==> src/rtl/tdm_audio_rx.sv <==
// TDM audio receiver: deserializes a multi-slot TDM stream clocked by an
// asynchronous codec bit clock into one IO_WIDTH word per channel, and
// publishes a whole frame at once to the DSP audio input array.
module tdm_audio_rx #(
    parameter int IO_WIDTH  = 24,
    parameter int SLOT_BITS = 32,
    parameter int NUM_CH    = 8
) (
    input  logic                             clk,
    input  logic                             reset,
    input  logic                             tdm_bclk,
    input  logic                             tdm_fsync,
    input  logic                             tdm_sdata,
    output logic [NUM_CH-1:0][IO_WIDTH-1:0]  audio_inputs,
    output logic                             frame_valid,
    output logic                             sync_err,
    input  logic                             err_clr
);

    // The frame bit counter is kept as {slot, position} so slot/position
    // need no divider for non-power-of-two geometries.
    localparam int POS_W  = (SLOT_BITS > 1) ? $clog2(SLOT_BITS) : 1;
    localparam int SLOT_W = (NUM_CH > 1) ? $clog2(NUM_CH) : 1;
    localparam logic [POS_W-1:0]  POS_LAST  = POS_W'(SLOT_BITS - 1);
    localparam logic [SLOT_W-1:0] SLOT_LAST = SLOT_W'(NUM_CH - 1);

    typedef enum logic {
        HUNT = 1'b0,
        RUN  = 1'b1
    } state_t;

    // bclk_q[1] is the synchronized bit clock, bclk_q[2] its previous value.
    logic [2:0] bclk_q;
    logic [1:0] fsync_q;
    logic [1:0] sdata_q;

    logic bit_evt;
    logic fsync_s;
    logic sdata_s;
    logic frame_end;

    state_t                           state_q,   state_d;
    logic [POS_W-1:0]                 pos_q,     pos_d;
    logic [SLOT_W-1:0]                slot_q,    slot_d;
    logic [IO_WIDTH-1:0]              shreg_q,   shreg_d;
    logic [NUM_CH-1:0][IO_WIDTH-1:0]  staging_q, staging_d;
    logic [NUM_CH-1:0][IO_WIDTH-1:0]  audio_q,   audio_d;
    logic                             fvalid_q,  fvalid_d;
    logic                             err_q,     err_d;

    // Bring the codec signals into the clk domain; bclk gets an extra stage for edge detection.
    always_ff @(posedge clk) begin
        if (reset) begin
            bclk_q  <= '0;
            fsync_q <= '0;
            sdata_q <= '0;
        end else begin
            bclk_q  <= {bclk_q[1:0], tdm_bclk};
            fsync_q <= {fsync_q[0], tdm_fsync};
            sdata_q <= {sdata_q[0], tdm_sdata};
        end
    end

    assign bit_evt   = bclk_q[1] & ~bclk_q[2];
    assign fsync_s   = fsync_q[1];
    assign sdata_s   = sdata_q[1];
    assign frame_end = (slot_q == SLOT_LAST) && (pos_q == POS_LAST);

    // Framing state, bit counter and all frame data registers.
    always_ff @(posedge clk) begin
        if (reset) begin
            state_q   <= HUNT;
            pos_q     <= '0;
            slot_q    <= '0;
            shreg_q   <= '0;
            staging_q <= '0;
            audio_q   <= '0;
            fvalid_q  <= 1'b0;
            err_q     <= 1'b0;
        end else begin
            state_q   <= state_d;
            pos_q     <= pos_d;
            slot_q    <= slot_d;
            shreg_q   <= shreg_d;
            staging_q <= staging_d;
            audio_q   <= audio_d;
            fvalid_q  <= fvalid_d;
            err_q     <= err_d;
        end
    end

    // Per bit event: align on fsync, shift sample bits, stage words, publish frames.
    always_comb begin
        state_d   = state_q;
        pos_d     = pos_q;
        slot_d    = slot_q;
        shreg_d   = shreg_q;
        staging_d = staging_q;
        audio_d   = audio_q;
        fvalid_d  = 1'b0;
        // A framing error raised below overrides a simultaneous clear.
        err_d     = err_q & ~err_clr;

        if (bit_evt) begin
            case (state_q)
                HUNT: begin
                    // fsync leads slot 0 MSB by one bit.
                    if (fsync_s) begin
                        state_d = RUN;
                        pos_d   = '0;
                        slot_d  = '0;
                    end
                end
                RUN: begin
                    if (fsync_s && !frame_end) begin
                        // Early sync: drop the partial frame and realign.
                        err_d  = 1'b1;
                        pos_d  = '0;
                        slot_d = '0;
                    end else begin
                        if (int'(pos_q) < IO_WIDTH) begin
                            shreg_d = {shreg_q[IO_WIDTH-2:0], sdata_s};
                            if (int'(pos_q) == IO_WIDTH - 1) begin
                                staging_d[slot_q] = shreg_d;
                            end
                        end
                        if (frame_end) begin
                            // Publish from staging_d so a word finishing on the last bit is included.
                            audio_d  = staging_d;
                            fvalid_d = 1'b1;
                            pos_d    = '0;
                            slot_d   = '0;
                            if (!fsync_s) begin
                                err_d   = 1'b1;
                                state_d = HUNT;
                            end
                        end else if (pos_q == POS_LAST) begin
                            pos_d  = '0;
                            slot_d = slot_q + 1'b1;
                        end else begin
                            pos_d = pos_q + 1'b1;
                        end
                    end
                end
            endcase
        end
    end

    assign audio_inputs = audio_q;
    assign frame_valid  = fvalid_q;
    assign sync_err     = err_q;

endmodule

==> config.mk <==
export PLATFORM = sky130hd
export DESIGN_NAME = tdm_audio_rx
export DESIGN_NICKNAME = d
export VERILOG_FILES = /design/src/rtl/tdm_audio_rx.sv
export SDC_FILE = /design/constraint.sdc
export NUM_CORES = 1
export LEC_CHECK = 0
export ABC_AREA = 1
export BUFFER_PORTS_ARGS = -buffer_cell sky130_fd_sc_hd__buf_2
export CAP_MARGIN = 40
export CELL_PAD_IN_SITES_DETAIL_PLACEMENT = 1
export CELL_PAD_IN_SITES_GLOBAL_PLACEMENT = 1
export CORE_MARGIN = 1.5
export CORE_UTILIZATION = 38
export CTS_BUF_LIST = sky130_fd_sc_hd__clkbuf_16
export DETAILED_ROUTE_END_ITERATION = 10
export HOLD_SLACK_MARGIN = 0.12
export MAX_ROUTING_LAYER = met4
export PLACE_DENSITY = 0.73
export SYNTH_ARGS = -nofsm -noshare
export SYNTH_HDL_FRONTEND = slang
export SYNTH_SLANG_ARGS = --single-unit
==> constraint.sdc <==
create_clock -name clk -period 1.9 [get_ports clk]
set_input_delay 0.19 -clock clk [delete_from_list [all_inputs] [get_ports clk]]
set_output_delay 0.19 -clock clk [all_outputs]
set_load 0.05 [all_outputs]
==> metrics.yaml <==
min_path:
  worstHoldStart: "tdm_sdata"
  hp-class: "in -> reg"
outcome:
  status: "finished, violations left"
  violations: "negative setup slack"
timing:
  timing.fmax_mhz: 470.7
  holdWs_ns: 0.3679
  min_period_ns: 2.125
  fin_ws_ns: -0.2247
  hold_viol: 0
  setup_violations: 408
  tns_ns: -49.17
  maxSlewHeadroom_pct: 54.25
  tightest_slew_ns: 0.6862
  finalMaxSlewViolations: 0
  fin_skew_ns: 0.03188
  rsz0062_at_grt: "true"
  final.period_utilization_pct: 111.8
yosys:
  synth_edf_count: 0
  synth_ff_type: "dfxtp_1"
  yosysMostFrequentCell: "nand2_1"
  yosysSeqAreaShare_pct: 38.79
  synth-seq-cells: 425
  syn_area_per_cell_um2: 6.032
  yosysTopAreaCell: "dfxtp_1"
  syn_area_um2: 21930
  yosysWarnings: 0
  ys_types: 20
  synthTopCellsByCount: "1110 x nand2_1, 614 x inv_1, 490 x nand3_1, 446 x nor2_1, 425 x dfxtp_1"
  synthArstFlopShare_pct: 0
  synth_nets: 3646
  ys_top_cells_by_area: "dfxtp_1 39%, nand2_1 19%, nand3_1 11%"
  netlist.area_leader.share_pct: 38.79
  synth_cells: 3636
power:
  total_power_mw: 18.37
  peakVddDrop_v: 0.0005141
  leakagePower_nw: 13.85
  power_density_nw_per_um2: 643.3
worst_setup_path:
  cp_slowest_cell: "dfxtp_2"
  worst-path-max-fanout: 10
  crit_type: "reg -> reg"
  setup.worst_path.start: "pos_q[1]"
  slowest_delay_ns: 0.36
  critical_path_arrival_ns: 2.69
  r2r-start: "pos_q[1]"
  cp_top_family: "simple AND/OR/NAND/NOR gates"
  crit_buf_inv: 6
  cp_data_required_time_ns: 2.46
  worstSetupEndpointType: "register"
  cp_cell_sequence: "ha_4 > nand2_4 > nor2_2 > ha_2 > nand2_4 > nand2_4 > inv_2 > nor2_4 > buf_12 > buf_12 > buf_12 > buf_16 > nor2_2 > nor2_1 > nand2_1 > inv_1"
  worstSetupStartpointType: "register"
clocking:
  clock_latency_ns: 0.62
  cts_buffers: 51
  path_clk_slew_ns: 0.06
  clkSinkCount: 425
  htree_levels: 2
  cts_tree: "done"
  cts_root_buffer: "clkbuf_16"
  cts_buffer_depth: 3
grt:
  grt_pass1_vias: 22710
  track_usage_pct: 27.18
  grt_max_degree: 108
  grt_pass1_wl_um: 125400
  antenna_found_initial: 0
  overflow: 0
routing:
  antenna_left: 0
  avgRoutedWirePerCell_um: 18.14
  drt_iter0_drc: 1623
  vias: 23510
  via_per_inst: 5.053
  drc: 0
  dr.pass1.iters: 5
  wl_um: 84390
floorplan:
  die_w_um: 243.2
  die-area_um2: 59170
  core_um2: 56710
  io_pins: 200
  fp-row-count: 87
  start_util_pct: 38.67
  dieHeight_um: 243.2
job:
  maxCapViolCount: 0
placed_design:
  place_area_um2: 24480
  pre_cts_slack_ns: -0.1968
  dp_hpwl_um: 48960
  gp_congestion: 0.7937
  io_buffers: 199
  dp.cells: 4478
layout:
  multi_input_area_um2: 10720
  nets: 3872
  areaGrowthSynthToFinish_pct: 30.23
  finish.utilization_pct: 50.36
  fin_cells: 4652
  fillers: 7444
  antenna_cells_inserted: 0
  finalInstanceArea_um2: 28560
  drive_gt1_share_pct: 17.22
  final-seq-area_um2: 8517
flip-flops by register name (all words and copies together), names as in the netlist:
name and flops:
audio_inputs 192, staging_q 192, shreg_q 23, pos_q 5, bclk_q 3, slot_q 3
fsync_q 2, sdata_q 2, frame_valid 1, state_q 1, sync_err 1
area by class of cell:
cell class,instances,share of cell area (%)
Inverter,621,8.231
Tap cell,756,3.312
Timing Repair Buffer,423,15.84
Sequential cell,425,29.82
Timing Repair inverter,1,0.03943
Clock buffer,52,4.556
Multi-Input combinational cell,2339,37.54
Clock inverter,35,0.6658
final timing paths:
check / end / slack (ns) / depth (start not counted)
max: staging_q[32] / -0.22 / 16
min: sdata_q[0] / 0.37 / 4
max reg2reg: staging_q[32] / -0.22 / 16
min reg2reg: sdata_q[1] / 0.41 / 2
layer usage:
| metal | vias to the layer above | track usage (%) | share of wire (%) |
|---|---|---|---|
| li1 | 11460 | - | - |
| met2 | 506 | 44.42 | 48 |
| met3 | 144 | 3.052 | 4.3 |
| met5 | - | - | 0 |
| met1 | 11400 | 35.54 | 46 |
| met4 | 0 | 7.234 | 2.6 |
power breakdown:
| group | leakage [nW] | total, mW | internal, mW | switching [mW] |
|---|---|---|---|---|
| Combinational | 9.64 | 0.365 | 0.0888 | 0.276 |
| Sequential | 3.43 | 8.94 | 8.93 | 0.0143 |
| Clock | 0.776 | 9.07 | 5.04 | 4.02 |
| Total | 13.8 | 18.4 | 14.1 | 4.31 |
what timing repair did:
action / 4_1_cts / 5_1_grt
setup buffers: 26 / 14
gates cloned: 19 / 33
setup endpoints to repair: 407 / 410
hold buffers: 5 / 0
pin swaps: 16 / 44
hold endpoints to repair: 30 / 0
gates resized for setup: 143 / 119
worst register-to-register path: stages (launching register included):
cell     delay [ns]
dfxtp_2        0.36
ha_4           0.15
nand2_4        0.05
nor2_2         0.08
ha_2           0.22
nand2_4        0.08
nand2_4        0.07
inv_2          0.05
nor2_4         0.16
buf_12         0.15
buf_12         0.15
buf_12         0.14
buf_16         0.11
nor2_2         0.04
nor2_1         0.13
nand2_1        0.08
inv_1          0.06
cells by family after synthesis:
kind of cell	Yosys count	share of synthesized area [%]
AOI/OAI and AO/OA	203	4.632
xor gates and xnor gates	1	0.03994
adders and majority gates	4	0.2282
buffers and inverters	872	15.96
DFF	425	38.79
and+or+nand+nor	2131	40.34
cells in the final DEF (no fill, tap or decap), drive strengths merged:
cell | netlist | routed
clkinv | 3 | 26
dfxtp | 425 | 425
xor2 | 1 | 1
dlygate4sd3 | 0 | 5
nand2 | 1112 | 1112
nand4 | 73 | 73
bufbuf | 0 | 2
nor2 | 455 | 455
nand3 | 490 | 490
o21ai | 4 | 4
bufinv | 0 | 1
ha | 4 | 4
inv | 618 | 630
a21oi | 199 | 199
nor3 | 1 | 1
clkbuf | 100 | 81
buf | 151 | 387
No activity file was read; power rests on OpenSTA's default activity.
